### src/rtl/tic_tac_toe_auto_player.sv
// Automated tic-tac-toe opponent: watches the game core's board flags and presses one free cell per turn.
// Macro AUTO_PLAYER_STRATEGY_EN selects win > block > centre > corner > edge play; otherwise lowest free cell.
module tic_tac_toe_auto_player #(
    parameter int unsigned PLAYER         = 1,
    parameter int unsigned PRESS_CYCLES   = 4,
    parameter int unsigned RELEASE_CYCLES = 4,
    parameter int unsigned TIMEOUT_CYCLES = 64
) (
    input  logic       clk,
    input  logic       reset,
    input  logic       enable,
    input  logic       p1_turn,
    input  logic       p2_turn,
    input  logic       p1_win,
    input  logic       p2_win,
    input  logic       grid_full,
    input  logic [8:0] cell_led,
    output logic [8:0] press,
    output logic       busy,
    output logic [3:0] move_idx,
    output logic [8:0] own_mask,
    output logic       timeout_err
);

    localparam int unsigned MAX_PR  = (PRESS_CYCLES > RELEASE_CYCLES) ? PRESS_CYCLES : RELEASE_CYCLES;
    localparam int unsigned MAX_CYC = (MAX_PR > TIMEOUT_CYCLES) ? MAX_PR : TIMEOUT_CYCLES;
    localparam int unsigned CNT_W   = $clog2(MAX_CYC + 1);

    typedef enum logic [2:0] {
        ST_IDLE,
        ST_DECIDE,
        ST_PRESS,
        ST_RELEASE,
        ST_CONFIRM
    } state_e;

    state_e             state_q, state_d;
    logic [CNT_W-1:0]   cnt_q, cnt_d;
    logic [8:0]         press_q, press_d;
    logic               busy_q, busy_d;
    logic [3:0]         move_idx_q, move_idx_d;
    logic [8:0]         own_mask_q, own_mask_d;
    logic               timeout_err_q, timeout_err_d;

    logic               game_over_c;
    logic               my_turn_c;
    logic [8:0]         free_c;
    logic [3:0]         choice_c;
    logic [15:0]        led_ext_c;
    logic               confirm_c;

    function automatic logic [3:0] lowest_idx(input logic [8:0] v);
        lowest_idx = 4'd0;
        for (int i = 8; i >= 0; i--) begin
            if (v[i]) lowest_idx = 4'(i);
        end
    endfunction

    assign game_over_c = p1_win | p2_win | grid_full;
    assign my_turn_c   = (PLAYER == 1) ? p1_turn : p2_turn;
    assign free_c      = ~cell_led;
    assign led_ext_c   = 16'(cell_led);
    assign confirm_c   = led_ext_c[move_idx_q] & ~my_turn_c;

`ifdef AUTO_PLAYER_STRATEGY_EN
    localparam logic [3:0] LINES [8][3] = '{
        '{4'd0, 4'd1, 4'd2}, '{4'd3, 4'd4, 4'd5}, '{4'd6, 4'd7, 4'd8},
        '{4'd0, 4'd3, 4'd6}, '{4'd1, 4'd4, 4'd7}, '{4'd2, 4'd5, 4'd8},
        '{4'd0, 4'd4, 4'd8}, '{4'd2, 4'd4, 4'd6}
    };
    localparam logic [8:0] CORNERS = 9'h145;
    localparam logic [8:0] EDGES   = 9'h0AA;

    logic [8:0] opp_mask_c;
    logic [8:0] win_c;
    logic [8:0] block_c;

    // Free cells that would complete a line whose other two cells belong to holder.
    function automatic logic [8:0] line_fill(input logic [8:0] holder, input logic [8:0] free);
        logic [15:0] h;
        logic [15:0] f;
        logic [15:0] fill;
        logic [3:0]  a;
        logic [3:0]  b;
        logic [3:0]  c;
        h    = 16'(holder);
        f    = 16'(free);
        fill = '0;
        for (int l = 0; l < 8; l++) begin
            for (int k = 0; k < 3; k++) begin
                a = LINES[l][k];
                b = LINES[l][(k + 1) % 3];
                c = LINES[l][(k + 2) % 3];
                fill[a] = fill[a] | (f[a] & h[b] & h[c]);
            end
        end
        line_fill = 9'(fill);
    endfunction

    assign opp_mask_c = cell_led & ~own_mask_q;
    assign win_c      = line_fill(own_mask_q, free_c);
    assign block_c    = line_fill(opp_mask_c, free_c);

    always_comb begin
        choice_c = 4'd0;
        if (|win_c)                   choice_c = lowest_idx(win_c);
        else if (|block_c)            choice_c = lowest_idx(block_c);
        else if (free_c[4])           choice_c = 4'd4;
        else if (|(free_c & CORNERS)) choice_c = lowest_idx(free_c & CORNERS);
        else                          choice_c = lowest_idx(free_c & EDGES);
    end
`else
    assign choice_c = lowest_idx(free_c);
`endif

    always_ff @(posedge clk) begin
        if (!reset) begin
            state_q       <= ST_IDLE;
            cnt_q         <= '0;
            press_q       <= '0;
            busy_q        <= 1'b0;
            move_idx_q    <= 4'd0;
            own_mask_q    <= '0;
            timeout_err_q <= 1'b0;
        end else begin
            state_q       <= state_d;
            cnt_q         <= cnt_d;
            press_q       <= press_d;
            busy_q        <= busy_d;
            move_idx_q    <= move_idx_d;
            own_mask_q    <= own_mask_d;
            timeout_err_q <= timeout_err_d;
        end
    end

    // Move sequencing; a finished game abandons any move in flight.
    always_comb begin
        state_d       = state_q;
        cnt_d         = cnt_q;
        move_idx_d    = move_idx_q;
        own_mask_d    = own_mask_q;
        timeout_err_d = timeout_err_q;
        if ((state_q != ST_IDLE) && game_over_c) begin
            state_d = ST_IDLE;
            cnt_d   = '0;
        end else begin
            case (state_q)
                ST_IDLE: begin
                    if (enable && my_turn_c && !game_over_c && (|free_c)) begin
                        state_d = ST_DECIDE;
                        cnt_d   = '0;
                    end
                end
                ST_DECIDE: begin
                    cnt_d = '0;
                    if (|free_c) begin
                        move_idx_d = choice_c;
                        state_d    = ST_PRESS;
                    end else begin
                        state_d = ST_IDLE;
                    end
                end
                ST_PRESS: begin
                    if (cnt_q == CNT_W'(PRESS_CYCLES - 1)) begin
                        state_d = ST_RELEASE;
                        cnt_d   = '0;
                    end else begin
                        cnt_d = cnt_q + CNT_W'(1);
                    end
                end
                ST_RELEASE: begin
                    if (cnt_q == CNT_W'(RELEASE_CYCLES - 1)) begin
                        state_d = ST_CONFIRM;
                        cnt_d   = '0;
                    end else begin
                        cnt_d = cnt_q + CNT_W'(1);
                    end
                end
                ST_CONFIRM: begin
                    if (confirm_c) begin
                        own_mask_d = own_mask_q | 9'(16'd1 << move_idx_q);
                        state_d    = ST_IDLE;
                        cnt_d      = '0;
                    end else if (cnt_q == CNT_W'(TIMEOUT_CYCLES - 1)) begin
                        timeout_err_d = 1'b1;
                        state_d       = ST_IDLE;
                        cnt_d         = '0;
                    end else begin
                        cnt_d = cnt_q + CNT_W'(1);
                    end
                end
                default: begin
                    state_d = ST_IDLE;
                    cnt_d   = '0;
                end
            endcase
        end
        // An empty board means the core started a new game.
        if (cell_led == 9'd0) own_mask_d = '0;
        press_d = (state_d == ST_PRESS) ? 9'(16'd1 << move_idx_d) : 9'd0;
        busy_d  = (state_d != ST_IDLE);
    end

    assign press       = press_q;
    assign busy        = busy_q;
    assign move_idx    = move_idx_q;
    assign own_mask    = own_mask_q;
    assign timeout_err = timeout_err_q;

endmodule

### config.mk
export PLATFORM = sky130hd
export DESIGN_NAME = tic_tac_toe_auto_player
export DESIGN_NICKNAME = d
export VERILOG_FILES = /design/src/rtl/tic_tac_toe_auto_player.sv
export SDC_FILE = /design/constraint.sdc
export NUM_CORES = 1
export LEC_CHECK = 0
export CORE_ASPECT_RATIO = 1.25
export CORE_MARGIN = 2
export CORE_UTILIZATION = 46
export CTS_BUF_LIST = sky130_fd_sc_hd__clkbuf_4 sky130_fd_sc_hd__clkbuf_8
export DETAILED_ROUTE_END_ITERATION = 10
export GPL_TIMING_DRIVEN = 0
export PLACE_DENSITY = 0.78
export REMOVE_ABC_BUFFERS = 1
export SYNTH_ARGS = -nofsm -noshare
export SYNTH_HDL_FRONTEND = slang
export SYNTH_SLANG_ARGS = --single-unit
### constraint.sdc
create_clock -name clk -period 1.88 [get_ports clk]
set_input_delay 0.188 -clock clk [delete_from_list [all_inputs] [get_ports clk]]
set_output_delay 0.188 -clock clk [all_outputs]
set_load 0.05 [all_outputs]
## Word level (Yosys, flattened, before mapping)

Index checks and enable logic that the tools add are counted.

- Add/subtract/negate cells: 1
- $lt $le $gt $ge: 1
- Equal/unequal tests: 8
- Shift operators: 2
- Multiplexer cells: 27
- Bitwise logic cells: 9
- Reduce and logical (&&, ||, !) cells: 16

Operator list:

| operator | count |
|---|---|
| two-way mux 4 bit | 12 |
| two-way mux 7 bit | 4 |
| case mux 7 bit (3 select lines) | 1 |
| two-way mux 3 bit | 6 |
| left shift 1 x 4 -> 9 bit, first input constant | 2 |
| case mux 3 bit (5 select lines) | 1 |
| equality test 3 x 2 -> 1 bit, second input constant | 3 |
| logical NOT 9 bit | 1 |
| NOT 9 bit | 1 |
| OR 9 bit | 1 |
| OR reduction 9 bit | 1 |
| adder 7 x 1 -> 7 bit, second input constant | 1 |
| equality test 7 x 2 -> 1 bit, second input constant | 1 |
| equality test 7 x 6 -> 1 bit, second input constant | 1 |
| nonzero test 3 bit | 2 |
| OR reduction 2 bit | 3 |
| < comparator 4 x 5 -> 1 bit, second input constant | 1 |
| binary-select mux 1 bit (select 4 bit) | 1 |
| logical AND 1 bit | 4 |
| NOT 1 bit | 4 |
| AND reduction 4 bit | 1 |
| equality test 3 x 1 -> 1 bit, second input constant | 1 |
| equality test 3 bit, second input constant | 1 |
| logical NOT 3 bit | 1 |
| other kinds (8) | 9 |

- Register bits after elaboration: 34
- Input port bits: 17

## Depth between registers and ports, before layout

- Depth after elaboration: 14
- Depth in mapped cells: 7
- Mapped depth without buffers: 7

## Least setup slack after synthesis

No wires, ideal clock.

- Path kind: reg2reg
- From: register move_idx_q[0] (netlist: move_idx[0])
- To: register timeout_err_q (netlist: timeout_err)
- Arrival time: 2.093 ns
- Required time: 1.821 ns
- Path slack: -0.272 ns
- Cell stages (with the launch flop): 8
- Buffers on the path: 1
- Cell sequence: dfxtp_1 > buf_6 > mux2_2 > o22ai_1 > nor3_1 > o21a_2 > nor4b_1 > o21a_1

- Longest elaborated chain between the ends: 5

Ends and longest elaborated chain:

| what | RTL line | RTL |
|---|---|---|
| start, declared | 41 | `logic [3:0] move_idx_q, move_idx_d;` |
| start signal, assigned | 130 | `move_idx_q <= move_idx_d;` |
| binary-select mux 1 bit (select 4 bit) | 63 | `assign confirm_c = led_ext_c[move_idx_q] & ~my_turn_c;` |
| two-way mux 1 bit (implied by the code) | 63 |  |
| AND 1 bit | 63 |  |
| NOT 1 bit (no line) | -- |  |
| AND reduction 4 bit (no line) | -- |  |
| end signal, assigned | 132 | `timeout_err_q <= timeout_err_d;` |
| end, declared | 43 | `logic timeout_err_q, timeout_err_d;` |

Every way passes these cells. The select of a mux whose other input is x is not followed.
A chain may end at the register's enable or synchronous reset.

## Final worst setup path

- From: register move_idx_q[2] (netlist: move_idx[2])
- To: register own_mask_q[2] (netlist: own_mask[2])

- Longest elaborated chain between the ends: 4

Ends and longest elaborated chain:

| what | RTL line | RTL |
|---|---|---|
| binary-select mux 1 bit (select 4 bit) | 63 |  |
| two-way mux 1 bit (implied by the code) | 63 |  |
| AND 1 bit | 63 |  |
| AND reduction 3 bit (no line) | -- |  |
| end signal, assigned | 131 | `own_mask_q <= own_mask_d;` |
| end, declared | 42 | `logic [8:0] own_mask_q, own_mask_d;` |

Parallel ways exist; a longest one is shown, timed or not. The select of a mux whose other input is x is not followed.

==> impl_metrics.prom <==
# TYPE chip_impl_metric gauge
chip_impl_metric{name="syn-cell-area",unit="um^2"} 1712
chip_impl_info{name="cts-root-buf",value="clkbuf_8"} 1
chip_impl_metric{name="die_area",unit="um^2"} 4228
chip_impl_metric{name="tightest_slew",unit="ns"} 0.5209
chip_impl_metric{name="ys_async_sr_fraction",unit="%"} 0
chip_impl_info{name="yosysMostFrequentCell",value="dfxtp_1"} 1
chip_impl_metric{name="synth_enable_flop_cells",unit=""} 0
chip_impl_metric{name="cp.arrival",unit="ns"} 2.17
chip_impl_info{name="worstReg2RegStart",value="move_idx[2]$_SDFF_PN0_"} 1
chip_impl_metric{name="cts-root-to-sink-buffers",unit=""} 2
chip_impl_metric{name="number_of_antenna_violations_at_the_first_check_in_global_routing",unit=""} 0
chip_impl_metric{name="r2r.worst_path.cells",unit=""} 6
chip_impl_metric{name="nNetsFinal",unit=""} 276
chip_impl_metric{name="fin_worst_hold_slack",unit="ns"} 0.3466
chip_impl_info{name="worstHoldEndpoint",value="own_mask[7]$_SDFFE_PP0P_"} 1
chip_impl_metric{name="insertion_delay",unit="ns"} 0.30
chip_impl_metric{name="timing_hold_violations_final",unit=""} 0
chip_impl_metric{name="fin_crit_sh",unit="%"} 104.8
chip_impl_metric{name="max-slew-margin-rel",unit="%"} 65.04
chip_impl_metric{name="cts_buffers",unit=""} 5
chip_impl_metric{name="minimum_setup_slack_in_the_final_design",unit="ns"} -0.09080
chip_impl_metric{name="clockPowerShare",unit="%"} 44.5
chip_impl_info{name="synth.top_cells.by_count",value="34 x dfxtp_1, 22 x nor2_1, 20 x nand2_1"} 1
chip_impl_info{name="status",value="finished with violations"} 1
chip_impl_metric{name="finalSetupTns",unit="ns"} -0.8796
chip_impl_metric{name="rrSetupSlack",unit="ns"} -0.09
chip_impl_metric{name="holdBufCountCts",unit=""} 0
chip_impl_metric{name="antenna_cells",unit=""} 0
chip_impl_metric{name="drt-wirelength-per-cell",unit="um"} 19.20
chip_impl_metric{name="initial_core_util",unit="%"} 48.72
chip_impl_metric{name="track_usage",unit="%"} 22.50
chip_impl_metric{name="detail_route.iter0.violations",unit=""} 105
chip_impl_info{name="ranking_of_synthesized_cells_by_area",value="dfxtp_1 40%, nor2_1 4.8%, nand2_1 4.4%"} 1
chip_impl_metric{name="f_max",unit="GHz"} 0.5074
chip_impl_metric{name="core-area",unit="um^2"} 3513
chip_impl_metric{name="vdd_ir_drop_max",unit="mV"} 0.6463
chip_impl_info{name="rsz0062_at_grt",value="true"} 1
chip_impl_metric{name="grt_start_max_net_pins",unit=""} 14
chip_impl_info{name="post-synth-top-area-cell",value="dfxtp_1"} 1
chip_impl_info{name="setup.worst_path.start_class",value="flop"} 1
chip_impl_info{name="hold_path_startpoint",value="grid_full"} 1
chip_impl_metric{name="worstPathMaxFanout",unit=""} 6
chip_impl_metric{name="hold-path-cell-count",unit=""} 4
chip_impl_metric{name="drt-pass1-iter-count",unit=""} 4
chip_impl_metric{name="setup_violations",unit=""} 19
chip_impl_metric{name="die_width",unit="um"} 58.56
chip_impl_metric{name="drt_drc_violations_left",unit=""} 0
chip_impl_metric{name="power.static_leakage",unit="nW"} 1.168
chip_impl_metric{name="seq_power_share",unit="%"} 46.9
chip_impl_metric{name="worst_clock_skew",unit="ns"} 0.009264
chip_impl_info{name="violations",value="negative setup slack"} 1
chip_impl_metric{name="fin_crit",unit="ns"} 1.971
chip_impl_metric{name="placement.io_buffers",unit=""} 39
chip_impl_metric{name="grt_pass1_vias",unit=""} 1592
chip_impl_metric{name="sw_pwr",unit="W"} 0.0003702
chip_impl_info{name="worstHoldPathType",value="in -> reg"} 1
chip_impl_metric{name="antenna_left",unit=""} 0
chip_impl_metric{name="die-height",unit="um"} 72.20
chip_impl_metric{name="netSwitchingFraction",unit="%"} 24.12
chip_impl_metric{name="detail_routed_via_count_per_cell",unit=""} 6.218
chip_impl_metric{name="placement.setup.worst_slack",unit="ns"} -0.4524
chip_impl_metric{name="num_io_pins",unit=""} 41
chip_impl_metric{name="syn-instance-count",unit=""} 193
chip_impl_metric{name="clk_pin_slew",unit="ns"} 0.08
chip_impl_info{name="tritoncts",value="built"} 1
chip_impl_metric{name="internal-power",unit="W"} 0.001164
chip_impl_metric{name="cts_sinks",unit=""} 34
chip_impl_metric{name="post_synth_num_cell_types",unit=""} 57
chip_impl_metric{name="critPathRequiredTime",unit="ns"} 2.08
chip_impl_metric{name="layout-area-overhead-vs-synth",unit="%"} 63.08
chip_impl_info{name="r2r_end",value="own_mask[2]$_SDFFE_PP0P_"} 1
chip_impl_metric{name="synth_top_area_share",unit="%"} 39.77
chip_impl_info{name="worst-setup-path-type",value="reg -> reg"} 1
chip_impl_metric{name="final_layout_size_suffix_gt1_share",unit="%"} 33.98
chip_impl_metric{name="grt_first_pass_wirelength",unit="um"} 7314
chip_impl_metric{name="synth_seq_area_share",unit="%"} 39.77
chip_impl_metric{name="synth_warnings",unit=""} 0
chip_impl_metric{name="globalplace.congestion",unit=""} 0.8342
chip_impl_metric{name="synth_seq_cells",unit=""} 34
chip_impl_metric{name="place.detailed.hpwl",unit="um"} 2851
chip_impl_metric{name="finalWirelength",unit="um"} 5721
chip_impl_metric{name="avgSynthCellArea",unit="um^2"} 8.869
chip_impl_metric{name="p_per_area",unit="nW/um^2"} 549.7
chip_impl_metric{name="slew_viol_final",unit=""} 0
chip_impl_metric{name="gr_overflow_total",unit=""} 0
chip_impl_metric{name="htree_num_levels",unit=""} 2
chip_impl_info{name="yosys_most_used_dff",value="dfxtp_1"} 1
chip_impl_metric{name="fp-row-count",unit=""} 24
chip_impl_metric{name="max_cap_violations",unit=""} 0
chip_impl_metric{name="combPwrFrac",unit="%"} 8.6
chip_impl_info{name="critPathCaptureType",value="flop"} 1
chip_impl_metric{name="dr_total_vias",unit=""} 1853
cell families (layout without fill, tap and decap cells):
logic type / count (synthesis) / count (layout) / share of synthesized area (%)
compound gates: 47 / 47 / 21.13
fa+ha+maj: 1 / 1 / 0.7309
flops: 34 / 34 / 39.77
buf+inv: 10 / 75 / 2.704
mux: 5 / 5 / 3.070
xor+xnor: 2 / 2 / 1.024
simple gates: 94 / 95 / 31.58
metal layers:
metal  wire [um]  part of all wire [%]  track usage, %
met1        2111                    37           27.63
met2        3144                    55           36.33
met4         225                   3.9           11.89
met3         239                   4.2           4.991
met5           0                     0               0
worst max-delay path by stage:
stage / startpoint / endpoint / depth (start not counted)
after floorplan: move_idx[0]$_SDFF_PN0_ / timeout_err$_SDFFE_PN0P_ / 6
after global placement: reset / own_mask[7]$_SDFFE_PP0P_ / 5
after detailed placement: reset / own_mask[0]$_SDFFE_PP0P_ / 5
after CTS: cell_led[8] / press[8]$_SDFF_PN0_ / 7
after global routing: move_idx[2]$_SDFF_PN0_ / own_mask[4]$_SDFFE_PP0P_ / 6
final: move_idx[2]$_SDFF_PN0_ / own_mask[2]$_SDFFE_PP0P_ / 6
power groups by stage:
stage | logic (W) | registers, W | clock network (W)
floorplan | 0.0000443 | 0.000743 | 0
global placement | 0.000102 | 0.000741 | 0
detailed placement | 0.000102 | 0.000741 | 0
CTS | 0.000111 | 0.000723 | 0.000676
global route | 0.000139 | 0.000720 | 0.000716
finish | 0.000131 | 0.000720 | 0.000683
stage by stage:
stage / power, W / instance area [um^2] / util [%] / cells
2_1_floorplan: 0.0007875 / 1692 / - / 190
3_3_place_gp: 0.0008425 / 2131 / 60.65 / 268
3_5_place_dp: 0.0008429 / 2131 / 60.65 / 268
4_1_cts: 0.001509 / 2435 / 69.30 / 283
5_1_grt: 0.001576 / 2791 / 79.45 / 298
6_report: 0.001535 / 2791 / 79.45 / 298
placed cells by master, fill, tap and decap left out, types with 3 or more instances in the layout:
| master | instances |
|---|---|
| dfxtp_4 | 3 |
| a31oi_1 | 4 |
| o21ai_0 | 5 |
| nand2_1 | 19 |
| clkbuf_8 | 5 |
| nand4_1 | 3 |
| nor3_1 | 3 |
| nor2_1 | 21 |
| dfxtp_1 | 26 |
| and3_1 | 3 |
| inv_1 | 7 |
| nor2b_1 | 3 |
| nand2b_1 | 6 |
| o41ai_4 | 3 |
| dlymetal6s2s_1 | 15 |
| nand3_1 | 5 |
| o41ai_2 | 4 |
| dfxtp_2 | 5 |
| a21oi_2 | 3 |
| clkdlybuf4s50_1 | 24 |
| buf_4 | 17 |
worst max-delay path: stages (launching register included):
cell,delay (ns)
dfxtp_4,0.37
or4b_4,0.53
a21oi_2,0.18
o21a_2,0.21
buf_4,0.13
nand4_2,0.17
o41ai_2,0.28
final cells by class:
| type | instances | area (um^2) |
|---|---|---|
| clock buffers | 5 | 68.82 |
| flip-flops and latches | 34 | 698.2 |
| repair buffers | 60 | 603.1 |
| multi-input cells | 150 | 1306 |
| fillers | 193 | 721.9 |
| well taps | 39 | 48.80 |
| inverters | 7 | 26.28 |
| clock inverters | 3 | 40.04 |
timing repair:
action	4_1_cts	5_1_grt
hold endpoints to repair	0	0
pin swaps	4	14
gates resized for setup	26	54
cloned	1	0
buffers inserted	6	15
endpoints found under the setup margin	27	28
flip-flops by register name, summed over array words and instances (netlist names):
register     flops
state_q          3
press            9
timeout_err      1
cnt_q            7
move_idx         4
own_mask         9
busy             1
Note: power is estimated with default switching activity, not from simulation.
==> RTL change: new RTL, same flow settings <==
Build with the macro `AUTO_PLAYER_STRATEGY_EN` defined.
--- a/src/rtl/tic_tac_toe_auto_player.sv
+++ b/src/rtl/tic_tac_toe_auto_player.sv
@@ -1,4 +1,6 @@
 // Automated tic-tac-toe opponent: watches the game core's board flags and presses one free cell per turn.
 // Macro AUTO_PLAYER_STRATEGY_EN selects win > block > centre > corner > edge play; otherwise lowest free cell.
+`define AUTO_PLAYER_STRATEGY_EN
+
 module tic_tac_toe_auto_player #(
     parameter int unsigned PLAYER         = 1,
Behaviour: not the same (a bounded check fails within 4 cycles, from zero or initial values and one cycle with reset low).
==> RTL change against the unedited design <==
- the flow still finishes with violations (setup timing)
- routed wire length up 38%
- area after synthesis up 43%
- design area up 23%
- clock skew down 0.0035 ns
- sequential power about the same
- power down 1.2%
- critical path type is now in2reg
- count of clock-buffer cells in the layout unchanged
- register-to-register slack worse by 0.69 ns
- worst setup slack worse by 0.69 ns
- sequential cell count unchanged
==> RTL change: results (changes against the unedited design) <==
* Status: finished, violations left
* Failing checks: setup timing
* Final setup viols at 24 (+5)
* Relative slew slack at 33.3% (-32 points)
* Ant diodes at 0 (unchanged)
* Synth Instances at 303 (+57%)
* CP Data Arrival Time at 2.85 ns (+0.68 ns)
* FF-to-FF End: press[0]
* Crit path max fanout at 13 (+7)
* Detailed-placement wirelength estimate at 4.72 mm (+66%)
* Post-synth top cells: 34 x dfxtp_1, 26 x nor2_1, 22 x nand2_1
* Sw frac at 28.3% (+4.2 points)
* Worst hold path startpoint: timeout_err
* Clock slew at reported path FFs at 0.07 ns
* Routed wire per std cell at 18.6 um (-2.9%)
* Layout cells sized above 1 at 30.6% (-3.4 points)
* Ys async rst share at 0% (unchanged)
* GPL Wtd Cong at 0.862 (+3.3%)
* Placed cell count at 382 (+43%)
* TNS Setup at -9.39 ns (-8.51 ns)
* First-pass iteration count of the detailed router at 6 (+2)
* Global-route wire length before repair at 12.5 mm (+71%)
* Iter 0 DRT Violations at 348 (+230%)
* Port Buffers at 39 (unchanged)
* Htree depth at 2 (unchanged)
* Clock skew at 0.00576 ns (-0.00351 ns)
* WHS Endpoint: timeout_err
* Post-synth EDFFs at 0 (unchanged)
* Clock latency on the worst-skew pair at 0.28 ns (-0.02 ns)
* Final setup margin at -0.785 ns (-0.695 ns)
* Reg-to-reg slack, setup at -0.78 ns (-0.69 ns)
* Most area-consuming cells after synthesis: dfxtp_1 28%, nor2_1 4.0%, a21oi_1 3.9%, nand2_1 3.4%, or4bb_1 2.8%
* Cell depth of the worst hold path at 1 (-3)
* CTS Buf Count at 5 (unchanged)
* Synth Warn # at 0 (unchanged)
* DR vias at 2877 (+55%)
* Leakage at 1.26 nW (+7.5%)
* Gr usage total at 26.0% (+3.5 points)
* Worst hold path type: reg2reg
* VDD IR max at 0.367 mV (-43%)
* Crit Reg-Reg Startpoint: own_mask[4]
* Unique masters post-synth at 71 (+25%)
* Clk root buf: clkbuf_8
* Vias in the first global route at 2625 (+65%)
* R2R cell count at 7 (+1)
* Initial antenna violation count at 0 (unchanged)
* Sequential share of the synthesized area at 27.9% (-12 points)
* Pin count of the biggest net entering global routing at 16 (+2)
* Total wire length at 7.87 mm (+38%)
* # fillers at 399 (+110%)
## RTL change: changes by cell type after synthesis, moves of 5 or more
cell / delta
nand2b_1: -5
a222oi_1: +5
buf_2: +7
a22oi_1: +6
a211oi_1: +5
and4b_1: +5
o21ai_0: +6
clkbuf_1: +9
a21oi_1: +16
or4bb_1: +6
nor3_1: +6
## RTL change: what timing repair did
action,4_1_cts,5_1_grt
setup endpoints to repair,41,33
pin swaps,26,10
gates resized for setup,75,23
gates cloned,1,0
buffers inserted,29,3
## RTL change: critical path: stages
cell             delay, ns
clkdlybuf4s15_1       0.44
and4bb_2              0.38
o21bai_1              0.26
o21ai_2               0.13
or3_4                 0.38
or4b_4                0.58
a31o_4                0.27
and4b_1               0.20
## RTL change: through the flow
stage	worst slack (ns)	hold slack, ns	cell area (um2)
2_1_floorplan	-1.06	0.305	2330
3_3_place_gp	-1.45	0.457	2800
3_5_place_dp	-1.51	0.463	2800
4_1_cts	-0.719	0.483	3310
5_1_grt	-0.891	0.523	3420
6_report	-0.785	0.477	3420
## RTL change: per-layer routing
layer / up-vias / track usage, % / wire length, um
met2: 157 / 45.2 / 4050
met4: 0 / 13.9 / 308
met5: - / 0 / 0
li1: 1291 / - / -
met1: 1392 / 30.9 / 3010
met3: 37 / 3.56 / 500
## RTL change: cells by family after synthesis
family / after synthesis / synth area share, %
AO/OA/AOI/OAI: 101 / 29.9
buffers and inverters: 32 / 6.25
adder cells (fa/ha/maj): 1 / 0.512
flip-flops: 34 / 27.9
AND/OR/NAND/NOR: 128 / 31.7
multiplexers: 4 / 2.66
XOR/XNOR: 3 / 1.08
## RTL change: how the worst max path moves through the flow
stage | startpoint | end | slack (ns) | cells after the start
global route | own_mask[4] | press[8] | -0.89 | 8
finish | cell_led[1] | press[0] | -0.79 | 8
detailed placement | cell_led[2] | press[0] | -1.51 | 8
CTS | own_mask[4] | press[0] | -0.72 | 7
floorplan | own_mask[4] | press[0] | -1.06 | 7
global placement | cell_led[2] | press[0] | -1.45 | 8
## RTL change: final cells by class
class,count,share of cell area [%]
Multi-Input combinational cell,237,54.3
Sequential cell,34,20.8
Timing Repair Buffer,72,19.2
Tap cell,62,2.27
Clock buffer,5,2.01
Inverter,10,1.10
Clock inverter,2,0.292
## RTL change: power groups by stage
stage	Sequential (mW)	Clock [mW]	Combinational (mW)
floorplan	0.748	0	0.126
global placement	0.744	0	0.224
detailed placement	0.744	0	0.227
CTS	0.722	0.516	0.261
global route	0.720	0.543	0.313
finish	0.720	0.506	0.291
